`src/rtl/calc_pkg.sv`:
```
// Shared types and helpers for the calculator front end.
package calc_pkg;

    typedef enum logic [2:0] {
        IDLE,
        DEBOUNCE,
        PRESSED,
        RELEASE,
        REJECT
    } btn_state_e;

    // Width of a vector able to hold values 0..v-1, at least one bit.
    function automatic int unsigned clog2_min1(input int unsigned v);
        return (v <= 1) ? 1 : $clog2(v);
    endfunction

endpackage

```
`src/rtl/button_event_fifo.sv`:
```
// Small synchronous FIFO for button events.
// Read-pointer and write-pointer carry an extra wrap bit to tell full from empty.
// A push into a full FIFO is accepted only when a pop happens in the same cycle.
module button_event_fifo #(
    parameter int unsigned WIDTH = 4,
    parameter int unsigned DEPTH = 4
) (
    input  logic             clk_i,
    input  logic             rst_ni,
    input  logic             push_i,
    input  logic [WIDTH-1:0] data_i,
    output logic             full_o,
    input  logic             pop_i,
    output logic             empty_o,
    output logic [WIDTH-1:0] data_o
);

    localparam int unsigned PTR_W = (DEPTH <= 2) ? 1 : $clog2(DEPTH);

    logic [WIDTH-1:0] mem_q [DEPTH];
    logic [PTR_W:0]   wptr_q, wptr_d;
    logic [PTR_W:0]   rptr_q, rptr_d;
    logic             do_push;
    logic             do_pop;

    // Status flags, accepted push/pop and next pointer values.
    always_comb begin
        empty_o = (wptr_q == rptr_q);
        full_o  = (wptr_q[PTR_W-1:0] == rptr_q[PTR_W-1:0]) && (wptr_q[PTR_W] != rptr_q[PTR_W]);
        do_pop  = pop_i && !empty_o;
        do_push = push_i && (!full_o || do_pop);
        wptr_d  = do_push ? wptr_q + 1'b1 : wptr_q;
        rptr_d  = do_pop ? rptr_q + 1'b1 : rptr_q;
        data_o  = mem_q[rptr_q[PTR_W-1:0]];
    end

    // Pointer registers and storage array.
    always_ff @(posedge clk_i or negedge rst_ni) begin
        if (!rst_ni) begin
            wptr_q <= '0;
            rptr_q <= '0;
            for (int i = 0; i < int'(DEPTH); i++) begin
                mem_q[i] <= '0;
            end
        end else begin
            wptr_q <= wptr_d;
            rptr_q <= rptr_d;
            if (do_push) begin
                mem_q[wptr_q[PTR_W-1:0]] <= data_i;
            end
        end
    end

endmodule

```
`src/rtl/button_event_encoder.sv`:
```
// Button front end: synchronise, debounce on a slow tick, accept only single presses,
// queue one index event per press for a valid/ready consumer.
// Optional feature macro: BUTTON_AUTO_REPEAT_EN (hold-to-repeat events while pressed).
module button_event_encoder
    import calc_pkg::*;
#(
    parameter int unsigned N_BUTTONS      = 16,
    parameter int unsigned DEBOUNCE_TICKS = 8,
    parameter int unsigned FIFO_DEPTH     = 4,
    parameter int unsigned REPEAT_DELAY   = 500,
    parameter int unsigned REPEAT_PERIOD  = 100
) (
    input  logic                          clk_i,
    input  logic                          rst_ni,
    input  logic                          tick_i,
    input  logic [N_BUTTONS-1:0]          buttons_i,
    output logic                          event_valid_o,
    input  logic                          event_ready_i,
    output logic [$clog2(N_BUTTONS)-1:0]  event_idx_o,
    output logic                          multi_press_o,
    output logic                          overflow_o
);

    localparam int unsigned IDX_W = clog2_min1(N_BUTTONS);
    localparam int unsigned CNT_W = clog2_min1(DEBOUNCE_TICKS + 1);
    localparam logic [CNT_W-1:0] DT_LAST = CNT_W'(DEBOUNCE_TICKS);

    // Parameter sanity, caught at elaboration.
    if (N_BUTTONS < 2) begin : g_bad_buttons
        $error("N_BUTTONS must be at least 2");
    end
    if (DEBOUNCE_TICKS < 1) begin : g_bad_debounce
        $error("DEBOUNCE_TICKS must be at least 1");
    end
    if (FIFO_DEPTH < 2 || (FIFO_DEPTH & (FIFO_DEPTH - 1)) != 0) begin : g_bad_depth
        $error("FIFO_DEPTH must be a power of two, at least 2");
    end
    if (REPEAT_DELAY < 1 || REPEAT_PERIOD < 1) begin : g_bad_repeat
        $error("REPEAT_DELAY and REPEAT_PERIOD must be at least 1");
    end

    logic [N_BUTTONS-1:0] sync1_q;
    logic [N_BUTTONS-1:0] sync2_q;

    logic                 sample_seen;
    logic                 sample_multi;
    logic                 sample_single;
    logic                 sample_none;
    logic [IDX_W-1:0]     sample_idx;

    btn_state_e           state_q, state_d;
    logic [CNT_W-1:0]     cnt_q, cnt_d;
    logic [CNT_W-1:0]     cnt_inc;
    logic [IDX_W-1:0]     idx_q, idx_d;
    logic                 push;
    logic                 pop;
    logic                 fifo_full;
    logic                 fifo_empty;

`ifdef BUTTON_AUTO_REPEAT_EN
    localparam int unsigned HOLD_MAX = (REPEAT_DELAY > REPEAT_PERIOD) ? REPEAT_DELAY : REPEAT_PERIOD;
    localparam int unsigned HOLD_W   = clog2_min1(HOLD_MAX + 1);
    localparam logic [HOLD_W-1:0] HOLD_DELAY  = HOLD_W'(REPEAT_DELAY);
    localparam logic [HOLD_W-1:0] HOLD_PERIOD = HOLD_W'(REPEAT_PERIOD);

    logic [HOLD_W-1:0]    hold_q, hold_d;
    logic [HOLD_W-1:0]    hold_inc;
    logic                 repeating_q, repeating_d;
`endif

    // Two-flop synchroniser for the raw asynchronous buttons.
    always_ff @(posedge clk_i or negedge rst_ni) begin
        if (!rst_ni) begin
            sync1_q <= '0;
            sync2_q <= '0;
        end else begin
            sync1_q <= buttons_i;
            sync2_q <= sync1_q;
        end
    end

    // Classify the synchronised sample as none / single / multi; lowest set bit wins the index.
    always_comb begin
        sample_seen  = 1'b0;
        sample_multi = 1'b0;
        sample_idx   = '0;
        for (int i = 0; i < int'(N_BUTTONS); i++) begin
            if (sync2_q[i]) begin
                if (sample_seen) begin
                    sample_multi = 1'b1;
                end else begin
                    sample_idx = IDX_W'(i);
                end
                sample_seen = 1'b1;
            end
        end
        sample_none   = !sample_seen;
        sample_single = sample_seen && !sample_multi;
    end

    // Debounce FSM next state, counters and event push; only advances on tick cycles.
    always_comb begin
        state_d = state_q;
        cnt_d   = cnt_q;
        idx_d   = idx_q;
        push    = 1'b0;
        cnt_inc = cnt_q + CNT_W'(1);
`ifdef BUTTON_AUTO_REPEAT_EN
        hold_d      = hold_q;
        repeating_d = repeating_q;
        hold_inc    = hold_q + HOLD_W'(1);
`endif
        if (tick_i) begin
            unique case (state_q)
                IDLE: begin
                    if (sample_multi) begin
                        state_d = REJECT;
                        cnt_d   = '0;
                    end else if (sample_single) begin
                        idx_d = sample_idx;
                        if (DEBOUNCE_TICKS == 1) begin
                            push    = 1'b1;
                            state_d = PRESSED;
                            cnt_d   = '0;
                        end else begin
                            state_d = DEBOUNCE;
                            cnt_d   = CNT_W'(1);
                        end
                    end
                end
                DEBOUNCE: begin
                    if (sample_multi) begin
                        state_d = REJECT;
                        cnt_d   = '0;
                    end else if (sample_none) begin
                        state_d = IDLE;
                        cnt_d   = '0;
                    end else if (sample_idx == idx_q) begin
                        if (cnt_inc == DT_LAST) begin
                            push    = 1'b1;
                            state_d = PRESSED;
                            cnt_d   = '0;
                        end else begin
                            cnt_d = cnt_inc;
                        end
                    end else begin
                        // A different single button restarts the debounce window.
                        idx_d = sample_idx;
                        cnt_d = CNT_W'(1);
                    end
                end
                PRESSED: begin
                    if (sample_multi) begin
                        state_d = REJECT;
                        cnt_d   = '0;
                    end else if (sample_none) begin
                        state_d = (DEBOUNCE_TICKS == 1) ? IDLE : RELEASE;
                        cnt_d   = (DEBOUNCE_TICKS == 1) ? '0 : CNT_W'(1);
                    end else begin
`ifdef BUTTON_AUTO_REPEAT_EN
                        // First repeat after the delay, then one every period.
                        if (hold_inc == (repeating_q ? HOLD_PERIOD : HOLD_DELAY)) begin
                            push        = 1'b1;
                            hold_d      = '0;
                            repeating_d = 1'b1;
                        end else begin
                            hold_d = hold_inc;
                        end
`endif
                    end
                end
                RELEASE: begin
                    if (sample_none) begin
                        if (cnt_inc == DT_LAST) begin
                            state_d = IDLE;
                            cnt_d   = '0;
                        end else begin
                            cnt_d = cnt_inc;
                        end
                    end else begin
                        // Release bounce: still the same press, no new event.
                        state_d = PRESSED;
                        cnt_d   = '0;
                    end
                end
                REJECT: begin
                    if (sample_none) begin
                        if (cnt_inc == DT_LAST) begin
                            state_d = IDLE;
                            cnt_d   = '0;
                        end else begin
                            cnt_d = cnt_inc;
                        end
                    end else begin
                        cnt_d = '0;
                    end
                end
                default: begin
                    state_d = IDLE;
                    cnt_d   = '0;
                end
            endcase
        end
`ifdef BUTTON_AUTO_REPEAT_EN
        if (state_d != PRESSED) begin
            hold_d      = '0;
            repeating_d = 1'b0;
        end
`endif
    end

    // FSM state, debounce counter and latched index.
    always_ff @(posedge clk_i or negedge rst_ni) begin
        if (!rst_ni) begin
            state_q <= IDLE;
            cnt_q   <= '0;
            idx_q   <= '0;
        end else begin
            state_q <= state_d;
            cnt_q   <= cnt_d;
            idx_q   <= idx_d;
        end
    end

`ifdef BUTTON_AUTO_REPEAT_EN
    // Hold-time counter for auto-repeat; cleared whenever the FSM is not in PRESSED.
    always_ff @(posedge clk_i or negedge rst_ni) begin
        if (!rst_ni) begin
            hold_q      <= '0;
            repeating_q <= 1'b0;
        end else begin
            hold_q      <= hold_d;
            repeating_q <= repeating_d;
        end
    end
`endif

    button_event_fifo #(
        .WIDTH (IDX_W),
        .DEPTH (FIFO_DEPTH)
    ) u_fifo (
        .clk_i   (clk_i),
        .rst_ni  (rst_ni),
        .push_i  (push),
        .data_i  (idx_q),
        .full_o  (fifo_full),
        .pop_i   (pop),
        .empty_o (fifo_empty),
        .data_o  (event_idx_o)
    );

    // Handshake, status and drop indication.
    always_comb begin
        event_valid_o = !fifo_empty;
        pop           = event_valid_o && event_ready_i;
        overflow_o    = push && fifo_full && !pop;
        multi_press_o = (state_q == REJECT);
    end

endmodule

```
`config.mk`:
```
export PLATFORM = sky130hd
export DESIGN_NAME = button_event_encoder
export DESIGN_NICKNAME = d
export VERILOG_FILES = /design/src/rtl/calc_pkg.sv /design/src/rtl/button_event_fifo.sv /design/src/rtl/button_event_encoder.sv
export SDC_FILE = /design/constraint.sdc
export NUM_CORES = 1
export LEC_CHECK = 0
export ABC_AREA = 1
export CORE_MARGIN = 2
export CORE_UTILIZATION = 30
export DETAILED_ROUTE_END_ITERATION = 10
export HOLD_SLACK_MARGIN = 0.15
export PLACE_DENSITY_LB_ADDON = 0.15
export SLEW_MARGIN = 20
export SYNTH_ARGS = -nofsm -noshare
export SYNTH_HDL_FRONTEND = slang
export SYNTH_SLANG_ARGS = --single-unit
```
`constraint.sdc`:
```
create_clock -name clk_i -period 6.25 [get_ports clk_i]
set_input_delay 1.25 -clock clk_i [delete_from_list [all_inputs] [get_ports clk_i]]
set_output_delay 1.25 -clock clk_i [all_outputs]
set_load 0.02 [all_outputs]
```
; ---- After elaboration in Yosys (flattened, before gate mapping)
; Index checks and enable logic that the tools add are counted.
[word_totals]
register_bits = 65
inputBits = 20
out_inout_bits = 7
word_cells = 173
[op_classes]
n_addsub = 3
order_cmp = 3
eq_ne = 19
muxes = 116
bitwise_logic = 2
n_reduce_logical = 19
[ops]
columns = cell, n
row1 = 4-bit 2-to-1 mux, 45
row2 = 1-bit 2-to-1 mux, 54
row3 = 3-bit 2-to-1 mux, 11
row4 = 16-bit bitwise mux, 1
row5 = 4-bit case mux with 4 select lines, 1
row6 = 3-bit case mux with 5 select lines, 1
row7 = 2-bit != test (second input constant), 6
row8 = 4-bit binary-select mux with 2-bit select, 1
row9 = 4-bit demux with 2-bit select, 1
row10 = 1-bit logical AND, 8
row11 = 4-bit != test (second input constant), 2
row12 = 4-bit case mux with 2 select lines, 1
row13 = 7-bit AND reduction, 1
row14 = 3-bit by 1-bit adder with 3-bit output (second input constant), 2
row15 = 3-bit by 2-bit equality test with 1-bit output (second input constant), 2
row16 = 3-bit greater-or-equal comparator (second input constant), 2
row17 = 3-bit != test (second input constant), 2
row18 = 2-bit NOT with 3-bit output, 2
row19 = 6-bit AND reduction, 1
row20 = 4-bit by 1-bit adder with 4-bit output (second input constant), 1
row21 = 4-bit equality test, 1
row22 = 4-bit equality test (second input constant), 1
row23 = 1-bit logical NOT, 4
row24 = 3-bit by 1-bit equality test with 1-bit output (second input constant), 1
row25 = 10 further kinds, 10

; ---- Logic depth before layout (Yosys ltp)
; Gate-level depths: netlist (run 1).
[depth]
word_depth = 39
depth_mapped = 19
ltp_nobuf = 19

; ---- By module
; A second synthesis (run 1) with hierarchy kept.
[unflattened]
hier_cells = 380
area_unflattened_um2 = 3276.9
[modules_own_cells]
columns = mod, n_inst, cells_each, area_each_um2, seq_area_each_um2
row1 = button_event_encoder, 1, 238, 2093.3, 1076.0
row2 = button_event_fifo, 1, 142, 1183.6, 550.5

; ---- Least setup slack after synthesis (run 1)
; No wires, ideal clock.
[synth_timing]
path_kind = input-to-output
startpoint = input event_ready_i
endpoint = output overflow_o
t_arrival_ps = 2212
required_time_ps = 5000
slack_ps = 2788
stages = 4
path_buffers = 1
path_cell_list = nor2_1 nand2_1 clkbuf_1 nor3_1
[synth_between]
elab_chain_len = 3
[synth_lines]
columns = item, line
row1 = "start, declared", button_event_encoder.sv:18  ; input logic event_ready_i,
row2 = 1-bit logical AND, button_event_encoder.sv:255  ; pop = event_valid_o && event_ready_i;
row3 = 1-bit logical NOT, button_event_encoder.sv:256  ; overflow_o = push && fifo_full && !pop;
row4 = 1-bit logical AND, button_event_encoder.sv:256
row5 = "end, declared", button_event_encoder.sv:21  ; output logic overflow_o
; Every way passes these cells.

; ---- Worst setup path after layout (run 1)
; Ends and elaborated chain as after synthesis.

==> metrics.txt, run 1 <==
setup TNS=0 ns; mux contribution to synthesized area=0; WP data arrival=2.94 ns; normalized max-slew margin=0.4482; Slew @ Worst Pin=0.8276 ns; WL/cell=11.85 um; final worst path period need=4.192 ns; Pre-Repair DR Iteration Count=4; fraction of registers with async set or reset after synthesis=1.000; TritonCTS Buffers=9; post_cts resized=0; critical path required time=approximately 5 ns; Post-DRT Antenna Nets=0; Slew Viols, Final=0; final WL=6.566 mm; RSZ-0062 raised after global routing=false; CTS Buffer Depth=2; DR iter-0 viols=between 90 and 100; share of the synthesized area in the top cell type=0.5070; clock sinks=65; largest family of logic cells by synthesized area=simple AND/OR/NAND/NOR gates; maximum vdd drop=about 0.00013 V; Min-Delay Path Class=reg2reg; row cnt=37; Post-Synth Adder-Cell Area=0.02340; Reg clk slew, reported paths=0.08 ns; number of synthesized flops with an enable pin=0; clock root cell=clkbuf_8; Pwr Total=approximately 1.1 mW; most frequent cell after synthesis=nand2_1; clk_skew=0.01114 ns; critical path peak fanout=25; Setup crit start kind=input port; top cells by area, synth=dfrtp_1, nand2_1, nand4_1, nand3_1, nor2_1; Synth top cells by count=nand2_1, dfrtp_1, nor2_1, inv_1, nand3_1; Fin. Hold Viols=0; Final #Nets=439; max incr delay on CP=0.64 ns; CTS tree=done; # IOs=27; H-tree Lvls=3; Synth Register Bits=65; vias post-DR=2503; Yosys Warn Count=0; post-synth top area cell=dfrtp_1; layout cells sized above 1=0.1053; Leak=between 1.5 and 2 nW; post-CTS setup buffers=0; Primary FF master, synth=dfrtp_1; fmax=0.2385 GHz; DR DRC count=0; synth unique cells=29; Final setup viols=0; P per Cell Area=283.6 nW/um^2; Post-Syn Nets=406; Detailed Place HPWL=~4.6 mm; syn avg cell area=about 8.4 um^2; first-pass GRT wire length=11.54 mm; period utilization=0.6708; Seq/Total Area, Yosys=0.5070; simple-gate area share of the yosys netlist=0.3502; PortBufs=26; Die W=107.4 um; worst-skew pair later-pin latency=0.34 ns; Compound-Gate Fraction of Synth Area=0.05031; core footprint=10370 um^2; hold_buf cts=0; Syn Inst Count=380; All-Layer GR Usage=0.1269; grt total ovfl=0; CP Cell Sequence=clkdlybuf4s50_1 -> nor2_1 -> nand2_1 -> buf_4 -> nor3_1 -> clkdlybuf4s50_1; initial antenna violation count=0; die height=107.4 um; Worst setup EP type=output port; Post-Synth XOR/XNOR Area=0.01638; P&R area growth vs syn=18.56%; Placer Congestion=0.8054; worst-path cell with the longest stage delay=clkdlybuf4s50_1; status=complete, no violations; Vias/cell=4.518; largest net degree at the start of global routing=66; ant diodes=0; most frequent CP cell=clkdlybuf4s50_1; number of global-route vias before repair=2431; Die ar.=about 12000 um^2; Netlist Area Pre-Place=around 3200 um^2; kind of critical path=in2out; starting density of the core=0.3094; Max-cap violations=0
[placed cells by master (no fill, tap or decap), types with 4 or more instances in the layout]
cell type        count
nor3_1               8
nand2_1            122
inv_1               29
nor2_1              32
nand3_2              4
ha_1                 6
clkbuf_8             9
nand3_1             26
o21ai_0             12
nor2_4               6
o22ai_1              4
inv_2                5
nand4_1             23
dfrtp_1             65
clkdlybuf4s50_1     25
a21oi_1              9
[kinds of logic after synthesis]
family,Yosys count
flip-flops,65
AO/OA/AOI/OAI,30
XOR/XNOR,6
adder cells (fa/ha/maj),6
AND/OR/NAND/NOR,232
buffers and inverters,41
[critical path, delay by kind of cell]
kind | cells | cell delay (ns)
buf+inv | 3 | 1.30
simple gates | 3 | 0.39
[final timing paths]
path                                     from              end  slack, ns  depth (start not counted)
worst min register to register    sync1_q[15]      sync2_q[15]       0.34                          0
worst min-delay path              sync1_q[15]      sync2_q[15]       0.34                          0
worst max-delay path            event_ready_i       overflow_o       2.06                          6
worst max register to register     sync2_q[1]  u_fifo.mem_q[5]       3.49                         14
max in group asynchronous              rst_ni         cnt_q[2]       4.61                          2
min in group asynchronous              rst_ni       sync1_q[0]       1.08                          2
[cell type report]
type | instances | area [um^2]
fillers | 1111 | 6566
flip-flops and latches | 65 | 1627
multi-input cells | 274 | 1413
repair buffers | 28 | 270.3
well taps | 136 | 170.2
inverters | 35 | 131.4
clock buffers | 9 | 123.9
clock inverters | 7 | 68.82
[registers in the layout (all words and copies together) (netlist names)]
register       count
cnt_q              4
idx_q              4
state_q            3
sync1_q           16
sync2_q           16
u_fifo.mem_q      16
u_fifo.rptr_q      3
u_fifo.wptr_q      3
[where the power goes]
part,internal (mW),leakage (nW),switching (mW)
clock,0.183,0.0954,0.170
sequential,0.444,0.824,0.0350
combinational,0.105,0.939,0.141
[per-layer routing]
layer,wire length [um],up-vias,part of all wire,global-route usage
li1,-,1309,-,-
met1,3248,1144,0.49,0.1656
met2,3003,39,0.46,0.1976
met3,212,11,0.032,0.03329
met4,102,0,0.016,0.05678
met5,0,-,0,0
[per-stage QoR]
step	hold WS [ns]	area, um^2	instances	setup slack [ns]	utilization
after global routing	0.3622	3804	554	1.778	0.3668
after CTS	0.3469	3804	554	2.015	0.3668
after floorplan	0.3312	3208	380	2.788	-
after detailed placement	0.3347	3611	538	2.057	0.3482
final	0.3438	3804	554	2.058	0.3668
after global placement	0.3348	3611	538	2.044	0.3482
(Power assumes the default switching activity.)
==> inputs of run 2 (changes only) <==
clock period = 4.1 ns   (was 6.25 ns; I/O delays follow)
==> run 2 against run 1 <==
Net effect:
- clock skew shrank 0.0012 ns
- final area increased by 1.2%
- non-clock buffer count up 1
- sequential power rose by 53%
- combinational power grew 51%
- hold slack improved by 0.0056 ns
- cell count rose by 0.18%
- count of clock-buffer cells in the layout grew 2
- largest cell class unchanged
==> metrics.txt, run 2 (same netlist as run 1, synthesis figures left out) <==
post-layout util=0.3713; worst-skew pair later-pin latency=~0.34 ns; hold_buf cts=0; design area=3850 um^2; switching share of total power=0.2982; dpl cell area=3621 um^2; Hold Path End=sync2_q[12]; Fin. Hold Viols=0; clock network power share=0.360; grt total ovfl=0; Worst R2R Setup Slack=1.38 ns; H-tree Lvls=3; All-Layer GR Usage=0.1292; P per Cell Area=448.1 nW/um^2; Max-cap violations=0; largest net degree at the start of global routing=slightly above 50; # IOs=27; die height=107.4 um; biggest regs=sync1_q: 16 flops, sync2_q: 16 flops, u_fifo.mem_q: 16 flops; WP data arrival=just under 3 ns; Final #Nets=440; sequential share of power=0.425; clock sinks=65; Pre-Repair DR Iteration Count=4; post_cts resized=0; first-pass GRT wire length=11.72 mm; clock root cell=clkbuf_8; Reg clk slew, reported paths=0.07 ns; starting density of the core=0.3094; critical path required time=between 3 and 4 ns; status=complete, no violations; WL/cell=12.04 um; kind of critical path=reg2out; Crit Reg-Reg Startpoint=sync2_q[2]; Post-DRT Antenna Nets=0; worst r2r dst=u_fifo.mem_q[14]; Net Sw Power=between 0.5 and 0.6 mW; layout cells sized above 1=0.1074; CTS Buffer Depth=2; DR DRC count=0; Setup crit start kind=flip-flop; met3 usage in global routing=0.03571; RSZ-0062 raised after global routing=false; Placer Congestion=between 0.8 and 0.9; ant diodes=0; global route hottest layer=met2; critical path peak fanout=8; core footprint=10370 um^2; most frequent cells in the layout=nand2_1, dfrtp_1, nor2_1; TritonCTS Buffers=9; Final setup viols=0; setup TNS=0 ns; post-CTS setup buffers=0; hold_ws=about 0.35 ns; row cnt=37; vias post-DR=about 2.6k; CTS tree=done; Slew @ Worst Pin=0.6209 ns; Detailed Place HPWL=4.893 mm; clk_skew=around 0.01 ns; PortBufs=26; final worst path period need=around 3.7 ns; Slew Viols, Final=0; Die ar.=about 12000 um^2; Vias/cell=4.598; initial antenna violation count=0; period utilization=0.9054; Min-Delay Path Class=reg2reg; normalized max-slew margin=0.5860; maximum vdd drop=0.0002374 V; GR met2 Demand/Resource=0.2111; min-delay src=sync1_q[12]; Int Pwr=1.211 mW; Worst setup EP type=output port; final WL=between 6 and 7 mm; P&R area growth vs syn=20.01%; met1 Usage GRT=0.1636; Die W=107.4 um; Hold Path Depth=0; R2R depth=14; fmax=between 0.2 and 0.3 GHz; Leak=1.884 nW; leading cell type in the layout, fill and taps excluded=nand2_1; number of global-route vias before repair=2477; Comb pwr share=0.216; DR iter-0 viols=82
-- run 2: power groups by stage --
| stage | Sequential [mW] | Clock (mW) | Combinational (mW) |
|---|---|---|---|
| 3_5_place_dp | 0.745 | 0 | 0.375 |
| 5_1_grt | 0.740 | 0.667 | 0.420 |
| 3_3_place_gp | 0.745 | 0 | 0.375 |
| 4_1_cts | 0.733 | 0.640 | 0.377 |
| 6_report | 0.733 | 0.621 | 0.372 |
| 2_1_floorplan | 0.711 | 0 | 0.254 |
-- run 2: critical path: stages, from the launching register on --
cell and delay, ns:
dfrtp_1 0.42, nor2_4 0.24, nand3_4 0.14, nor2_8 0.17, nand3_4 0.10, nor2_4 0.12
nand3_2 0.10, nand3_1 0.10, nand2_1 0.05, nor2_1 0.16, nand3_2 0.14, nor3_1 0.18
clkdlybuf4s50_1 0.64
-- run 2: layout make-up --
cell class	count	area, um^2
Inverter	35	131.4
Tap cell	136	170.2
Fill cell	1075	6520
Clock inverter	5	77.57
Timing Repair Buffer	29	280.3
Multi-Input combinational cell	274	1413
Sequential cell	65	1627
Clock buffer	11	151.4
-- run 2: worst max-delay path by stage --
stage                       endpoint       start  slack [ns]  cells past startpoint
final                     overflow_o  sync2_q[2]        0.39                     12
after global routing      overflow_o  sync2_q[4]        0.04                     12
after CTS                 overflow_o  sync2_q[1]        0.29                     12
after detailed placement  overflow_o  sync2_q[2]        0.67                     12
after global placement    overflow_o  sync2_q[1]        0.69                     12
after floorplan           overflow_o  sync2_q[2]        1.22                     11
-- run 2: routing by layer --
layer | vias to the layer above | part of all wire
met3 | 12 | 0.042
met4 | 0 | 0.019
li1 | 1309 | -
met2 | 47 | 0.47
met1 | 1184 | 0.46
met5 | - | 0
-- run 2: stage by stage --
stage	power, mW	instances	setup WS, ns
after global routing	1.827	555	0.03933
after detailed placement	1.120	539	0.6748
after CTS	1.750	555	0.2911
after global placement	1.119	539	0.6871
final	1.725	555	0.3877
after floorplan	0.9658	380	1.224
